File: config.mk
export PLATFORM = sky130hd
export DESIGN_NAME = control_sequencer
export DESIGN_NICKNAME = d
export VERILOG_FILES = /design/src/rtl/ctrl_pkg.sv /design/src/rtl/ctrl_decode.sv /design/src/rtl/control_sequencer.sv
export SDC_FILE = /design/constraint.sdc
export NUM_CORES = 1
export LEC_CHECK = 0
export CAP_MARGIN = 40
export CORE_ASPECT_RATIO = 1.2
export CORE_MARGIN = 5
export CORE_UTILIZATION = 25
export CTS_BUF_LIST = sky130_fd_sc_hd__clkbuf_16
export CTS_CLUSTER_SIZE = 10
export DETAILED_ROUTE_END_ITERATION = 8
export HOLD_SLACK_MARGIN = 0.06
export PLACE_DENSITY = 0.58
export RECOVER_POWER = 25
export REMOVE_ABC_BUFFERS = 1
export SLEW_MARGIN = 20
export SYNTH_ARGS = -nofsm -noshare
export SYNTH_HDL_FRONTEND = slang
export SYNTH_SLANG_ARGS = --single-unit
File: constraint.sdc
create_clock -name clk -period 4.1 [get_ports clk]
set_input_delay 0.41 -clock clk [delete_from_list [all_inputs] [get_ports clk]]
set_output_delay 0.41 -clock clk [all_outputs]
set_load 0.05 [all_outputs]
File: src/rtl/ctrl_pkg.sv
// Shared opcodes, FSM states, counter-op encodings and decode bundle
// for the multi-cycle control sequencer.
package ctrl_pkg;

  localparam int unsigned OP_ADD    = 1;
  localparam int unsigned OP_SUB    = 2;
  localparam int unsigned OP_MUL    = 3;
  localparam int unsigned OP_AND    = 4;
  localparam int unsigned OP_OR     = 5;
  localparam int unsigned OP_NOT    = 6;
  localparam int unsigned OP_XOR    = 7;
  localparam int unsigned OP_LSHIFT = 8;
  localparam int unsigned OP_RSHIFT = 9;
  localparam int unsigned OP_GT     = 10;
  localparam int unsigned OP_LT     = 11;
  localparam int unsigned OP_EQ     = 12;
  localparam int unsigned OP_CSET   = 13;
  localparam int unsigned OP_CINC   = 14;
  localparam int unsigned OP_CDEC   = 15;
  localparam int unsigned OP_ADDC   = 16;
  localparam int unsigned OP_MAX    = 16;

  localparam logic [1:0] CNT_NONE = 2'b00;
  localparam logic [1:0] CNT_SET  = 2'b01;
  localparam logic [1:0] CNT_INC  = 2'b10;
  localparam logic [1:0] CNT_DEC  = 2'b11;

  typedef enum logic [1:0] {
    IDLE   = 2'd0,
    DECODE = 2'd1,
    EXEC   = 2'd2,
    WB     = 2'd3
  } state_t;

  typedef struct packed {
    logic       regwrite;
    logic       flag_we;
    logic       cnt_en;
    logic [1:0] cnt_op;
    logic       carry_sel;
    logic       is_mul;
    logic       illegal;
  } dec_t;

endpackage

File: src/rtl/ctrl_decode.sv
// Pure combinational opcode classifier: class strobes, counter op,
// carry select, multi-cycle flag and illegal detection.
module ctrl_decode
  import ctrl_pkg::*;
#(
  parameter int OPC_W = 5
) (
  input  logic [OPC_W-1:0] opc,
  output dec_t             dec
);

  logic [31:0] op;

  always_comb begin
    op  = 32'(opc);
    dec = '0;
    unique case (1'b1)
      (op == 0) || (op > OP_MAX): begin
        dec.illegal = 1'b1;
      end
      (op == OP_MUL): begin
        dec.regwrite = 1'b1;
        dec.is_mul   = 1'b1;
      end
      (op >= OP_ADD) && (op <= OP_RSHIFT) && (op != OP_MUL): begin
        dec.regwrite = 1'b1;
      end
      (op == OP_ADDC): begin
        dec.regwrite  = 1'b1;
        dec.carry_sel = 1'b1;
      end
      (op >= OP_GT) && (op <= OP_EQ): begin
        dec.flag_we = 1'b1;
      end
      (op == OP_CSET): begin
        dec.cnt_en = 1'b1;
        dec.cnt_op = CNT_SET;
      end
      (op == OP_CINC): begin
        dec.cnt_en = 1'b1;
        dec.cnt_op = CNT_INC;
      end
      (op == OP_CDEC): begin
        dec.cnt_en = 1'b1;
        dec.cnt_op = CNT_DEC;
      end
      default: dec = '0;
    endcase
  end

endmodule

File: src/rtl/control_sequencer.sv
// Multi-cycle control sequencer: IDLE -> DECODE -> EXEC -> WB with
// registered strobes, MUL latency, execute stall and retire counter.
module control_sequencer
  import ctrl_pkg::*;
#(
  parameter int INSTR_W    = 16,
  parameter int OPC_W      = 5,
  parameter int REG_AW     = 3,
  parameter int ALU_CTRL_W = 8,
  parameter int MUL_LAT    = 3,
  parameter int RET_W      = 16
) (
  input  logic                  clk,
  input  logic                  rst_n,
  input  logic                  instr_valid,
  output logic                  instr_ready,
  input  logic [INSTR_W-1:0]    instr,
  input  logic                  exec_stall,
  output logic [ALU_CTRL_W-1:0] alu_ctrl,
  output logic [REG_AW-1:0]     rd_addr,
  output logic [REG_AW-1:0]     ra_addr,
  output logic [REG_AW-1:0]     rb_addr,
  output logic                  regwrite,
  output logic                  flag_we,
  output logic                  cnt_en,
  output logic [1:0]            cnt_op,
  output logic                  carry_sel,
  output logic                  illegal_op,
  output logic                  done,
  output logic [RET_W-1:0]      retired
);

  localparam int CW = $clog2(MUL_LAT + 1);

  state_t           state;
  dec_t             dec_in;
  dec_t             dec_q;
  logic [OPC_W-1:0] opc_q;
  logic [CW-1:0]    cnt;
  logic             unused_instr;

  assign unused_instr = ^instr;

  ctrl_decode #(
    .OPC_W (OPC_W)
  ) u_decode (
    .opc (instr[OPC_W-1:0]),
    .dec (dec_in)
  );

  // Decode is registered at capture so illegal_op lands in DECODE.
  always_ff @(posedge clk or negedge rst_n) begin
    if (!rst_n) begin
      state       <= IDLE;
      instr_ready <= 1'b1;
      alu_ctrl    <= '0;
      rd_addr     <= '0;
      ra_addr     <= '0;
      rb_addr     <= '0;
      regwrite    <= 1'b0;
      flag_we     <= 1'b0;
      cnt_en      <= 1'b0;
      cnt_op      <= CNT_NONE;
      carry_sel   <= 1'b0;
      illegal_op  <= 1'b0;
      done        <= 1'b0;
      retired     <= '0;
      dec_q       <= '0;
      opc_q       <= '0;
      cnt         <= '0;
    end else begin
      regwrite   <= 1'b0;
      flag_we    <= 1'b0;
      cnt_en     <= 1'b0;
      cnt_op     <= CNT_NONE;
      illegal_op <= 1'b0;
      done       <= 1'b0;
      unique case (state)
        IDLE: begin
          if (instr_valid) begin
            rd_addr     <= instr[INSTR_W-1 -: REG_AW];
            ra_addr     <= instr[INSTR_W-1-REG_AW -: REG_AW];
            rb_addr     <= instr[INSTR_W-1-2*REG_AW -: REG_AW];
            opc_q       <= instr[OPC_W-1:0];
            dec_q       <= dec_in;
            illegal_op  <= dec_in.illegal;
            instr_ready <= 1'b0;
            state       <= DECODE;
          end
        end
        DECODE: begin
          if (dec_q.illegal) begin
            instr_ready <= 1'b1;
            state       <= IDLE;
          end else begin
            cnt       <= dec_q.is_mul ? CW'(MUL_LAT) : CW'(1);
            alu_ctrl  <= ALU_CTRL_W'(opc_q);
            carry_sel <= dec_q.carry_sel;
            state     <= EXEC;
          end
        end
        EXEC: begin
          if (!exec_stall) begin
            if (cnt == CW'(1)) begin
              regwrite <= dec_q.regwrite;
              flag_we  <= dec_q.flag_we;
              cnt_en   <= dec_q.cnt_en;
              cnt_op   <= dec_q.cnt_op;
              done     <= 1'b1;
              retired  <= retired + RET_W'(1);
              state    <= WB;
            end
            cnt <= cnt - CW'(1);
          end
        end
        WB: begin
          alu_ctrl    <= '0;
          carry_sel   <= 1'b0;
          instr_ready <= 1'b1;
          state       <= IDLE;
        end
        default: state <= IDLE;
      endcase
    end
  end

endmodule

## Word-level counts from Yosys, hierarchy flattened

Index checks and enable logic that the tools add are counted.

- Flip-flop bits (word level): 59
- Output and inout bits: 42
- Bits of input ports: 20
- Word-level logic and storage cells: 101

- Eq/ne operators: 15
- Multiplexer cells: 39
- Bitwise logic cells: 1
- Add/subtract/negate cells: 2
- $lt $le $gt $ge: 5
- Reductions and logical operators: 16

Operators with widths:

| operator | number |
|---|---|
| 1-bit 2-to-1 mux | 22 |
| 2-bit 2-to-1 mux | 10 |
| 16-bit by 1-bit adder with 16-bit output, second input constant | 1 |
| 8-bit case mux with 2 select lines | 1 |
| 5-bit by 4-bit == test with 1-bit output, second input constant | 3 |
| 3-bit AND reduction | 4 |
| 5-bit by 4-bit less-or-equal comparator with 1-bit output, second input constant | 2 |
| 2-bit inequality test, second input constant | 5 |
| 3-bit case mux with 3 select lines | 1 |
| 8-bit 2-to-1 mux | 1 |
| 2-bit case mux with 4 select lines | 1 |
| 5-bit by 2-bit == test with 1-bit output, second input constant | 1 |
| 5-bit == test, second input constant | 1 |
| 5-bit by 1-bit >= comparator with 1-bit output, second input constant | 1 |
| 5-bit by 4-bit >= comparator with 1-bit output, second input constant | 1 |
| 5-bit > comparator, second input constant | 1 |
| 5-bit zero test | 1 |
| 5-bit by 2-bit inequality test with 1-bit output, second input constant | 1 |
| 2-bit by 1-bit == test with 1-bit output, second input constant | 2 |
| 2-bit == test, second input constant | 2 |
| 2-bit case mux with 2 select lines | 1 |
| 2-bit AND reduction | 2 |
| 2-bit nonzero test | 2 |
| 1-bit logical AND | 3 |
| other kinds (8) | 8 |

## Depth between registers and ports, before layout

- Word-level depth: 5
- Gate-level depth with buffers: 6
- Mapped depth without buffers: 6

## Hierarchy

Synthesis repeated with hierarchy kept, for this count alone.

- Cells, all modules: 196
- Area total of the unflattened synthesis: 2,389.8 um^2

Modules (own cells, without submodules):

| module | seq. area each (um^2) | cells an instance | instances | area each (um^2) |
|---|---|---|---|---|
| control_sequencer | 1,402.6 | 181 | 1 | 2,280.9 |
| ctrl_decode | 0.0 | 15 | 1 | 108.9 |

## Least setup slack after synthesis

No wires, ideal clock.

- Kind: flip-flop to flip-flop
- Start point: reg retired[0]
- End point: reg retired[10]
- Clock period less this slack: 1.726 ns
- Required time: 4.018 ns
- Setup time: 0.082 ns
- Stages on the path, launching flop included: 6
- Path slack: 2.374 ns
- Path buffers: 0
- Arrival time: 1.644 ns
- Path through: dfrtp_1 -> ha_1 -> nand4b_1 -> nor3_2 -> and4_1 -> xor2_1

- Longest elaborated chain between the ends: 1

RTL lines:

| item | line | source |
|---|---|---|
| start, declared | control_sequencer.sv:30 | `output logic [RET_W-1:0] retired` |
| start signal, assigned | control_sequencer.sv:110 | `retired <= retired + RET_W'(1);` |
| 16-bit by 1-bit adder with 16-bit output | control_sequencer.sv:110 |  |

Every way passes these cells.
A chain may end at the register's enable or synchronous reset.

## Final worst setup path

- Start point: reg instr_ready
- End point: out instr_ready

RTL lines:

| item | line | source |
|---|---|---|
| start, declared | control_sequencer.sv:16 | `output logic instr_ready,` |
| start signal, assigned | control_sequencer.sv:55 | `instr_ready <= 1'b1;` |
| start signal, assigned | control_sequencer.sv:87 | `instr_ready <= 1'b0;` |
| start signal, assigned | control_sequencer.sv:93 | `instr_ready <= 1'b1;` |

No word-level cell between the ends.

==> run metrics <==
routability cong. 0.712; DR WL/cell 12.6 microns; Sink Count 56; Setup-failing EPs final 0; Die Wd 99.9 microns; port bufs 56; Ports 62; clock slew at reported path FFs 0.07 ns; Max Slew Vio Count 0; Root Driver clkbuf_16; unrepaired setup endpoints after global routing no; core footprint 0.00952 sq mm; DP Wirelength 3.78 mm; class of the worst hold path in -> async; clk_skew 0.00589 ns; Initial Utilization 25.5%; Resize count post-CTS 0; H-tree levels 2; gr usage total 8.98%; Startpoint Class flop; Worst VDD drop 0.000345 V; number of DRC markers in iteration 0 75; Yosys cell types 41; Top Usage Layer GRT met2; DR DRC count 0; final hold vios 0; Synth Warn # 0; min cycle time layout 2.04 ns; fillers 960; Slew HR 52.7%; post-synthesis cell count 229; Setup WS post-layout 2.06 ns; final period utilization 49.8%; CTS max path bufs 2; gr ovfl total 0; die height 118 microns; Hold-fix buffers, CTS 0; crit path max fanout 3; Placed Area 0.00310 sq mm; Crit path max-delay family buffers and inverters; status completed; DRT Pass-1 Iters 4; CTS tree yes; share of cells above drive strength 1 6.67%; Lkg Pwr 1.49 nW; Cell Rows 39; final instance area 0.00327 sq mm; CP endpoint kind output port; Data arrival, critical path 1.63 ns; Synth Cell Area 0.00242 sq mm; die footprint 0.0118 sq mm; initial antenna violation count 0; max_cap viols 0; final std cells w/o fill 408; number of global-route vias before repair 1760; dpl ws 1.88 ns; total power 0.00225 W; Setup TNS 0 ns; largest net degree at the start of global routing 57; Seq/Total Area, Yosys 57.9%; Most used DFF post-synth dfrtp_1; Yosys reg bits 56; M2 GR Usage 14.7%; Buf+Inv Stages, Crit Path 1; Clk Latency, worst-skew pair 0.29 ns; syn_area_per_cell 10.6 sq um; GRT met3 Usage 3.68%; CP cell instances clkdlybuf4s50_1; Fmax achieved 490 MHz; Inst Count DP 400; synthesis-to-layout area growth 34.9%; Via density 4.26; CP required 3.69 ns; Vias 1740; post-route ant nets 0; EDFF count, synth 0; Worst Tran Pin Value 0.710 ns; final wirelength 5.13 mm; Post-synth ARST share 100%; fin nets 306; crit-path max cell delay 0.80 ns; PD cells 687 mW/mm^2; slowest CP cell clkdlybuf4s50_1; global-route wire length before repair 8.59 mm; # diodes 0; Setup Buffers After CTS 0; CTS buffer count 5; WS Path Type reg -> out; met1 Track Usage GR 10.9%
## kinds of logic (layout without fill, tap and decap cells)
group           count (synthesis)  after routing  synth area share, %
compound gates                 27             27                 7.54
xor+xnor                       16             16                 5.79
fa+ha+maj                       2              2                 1.03
buf+inv                        23             77                 4.39
flops                          56             56                 57.9
mux                             4              4                 1.70
other cells                     1              3                0.155
simple gates                  100            100                 21.5
## worst reg2reg max path: stages (launching register included)
cell and delay, ns:
dfrtp_1 0.56, or3b_1 0.69, buf_8 0.25, nor3_2 0.21
o21ai_0 0.12, nand2_1 0.07
## power breakdown
part / internal, W / total, W / leakage (nW) / switching, W
clock network: 0.000288 / 0.000485 / 0.0814 / 0.000197
logic: 0.000325 / 0.000903 / 0.680 / 0.000578
registers: 0.000712 / 0.000857 / 0.731 / 0.000145
total: 0.00132 / 0.00225 / 1.49 / 0.000920
## area by class of cell
class,instances,area [sq um],area share (%)
sequential,56,1400,42.9
multi-input combinational,152,921,28.2
timing repair buffer,59,586,17.9
tap,123,154,4.71
clock buffer,5,125,3.83
clock inverter,3,42.5,1.30
inverter,10,37.5,1.15
## cell usage in the layout (no fill, tap or decap), types with 6 or more instances in the layout
| cell type | n |
|---|---|
| dfrtp_1 | 55 |
| a22oi_1 | 6 |
| nor2_1 | 9 |
| o22ai_1 | 6 |
| xor2_1 | 8 |
| nand2_1 | 56 |
| inv_1 | 10 |
| xnor2_1 | 8 |
| clkdlybuf4s50_1 | 55 |
## flip-flops by register name, indices dropped and copies added (netlist names), 2 cells and up, named ones only
| register | flops |
|---|---|
| dec_q | 8 |
| alu_ctrl | 5 |
| rd_addr | 3 |
| cnt | 2 |
| ra_addr | 3 |
| rb_addr | 3 |
| retired | 16 |
| cnt_op | 2 |
| opc_q | 5 |
## final timing paths
path                             start     endpoint  slack [ns]  depth (start not counted)
max                        instr_ready  instr_ready        2.06                          1
min                              rst_n    cnt_op[0]        0.26                          2
max reg2reg                   state[0]     dec_q[5]        2.15                          5
min reg2reg                retired[15]  retired[15]        0.46                          1
max in group asynchronous        rst_n   rb_addr[1]        3.38                          2
min in group clk           retired[15]  retired[15]        0.46                          1
## per-layer routing
metal / vias to the layer above / routed length (microns) / share of wire, %
li1: 866 / - / -
met1: 820 / 2140 / 42
met2: 48 / 2520 / 49
met3: 6 / 405 / 7.9
met4: 0 / 56 / 1.1
met5: - / 0 / 0
## synth_stat cells (3+ instances only)
cell type / instances / area share, %
o21ai_0: 5 / 1.0
buf_4: 3 / 0.93
nand2_1: 56 / 8.7
nand2b_1: 5 / 1.3
nor3_1: 4 / 0.83
a22oi_1: 6 / 1.9
xnor2_1: 8 / 2.9
o22ai_1: 6 / 1.5
nor2_1: 9 / 1.4
dfrtp_1: 55 / 57
clkbuf_1: 3 / 0.46
mux2i_1: 3 / 1.2
nand3_1: 3 / 0.62
xor2_1: 8 / 2.9
nand4_1: 3 / 0.77
buf_2: 7 / 1.4
inv_1: 10 / 1.5
and2_1: 5 / 1.3
## stage by stage
stage / util, % / hold WS (ns)
2_1_floorplan: - / 0.114
3_3_place_gp: 32.3 / 0.454
3_5_place_dp: 32.6 / 0.457
4_1_cts: 34.3 / 0.291
5_1_grt: 34.3 / 0.336
6_report: 34.3 / 0.256
No activity file was read; power rests on OpenSTA's default activity.
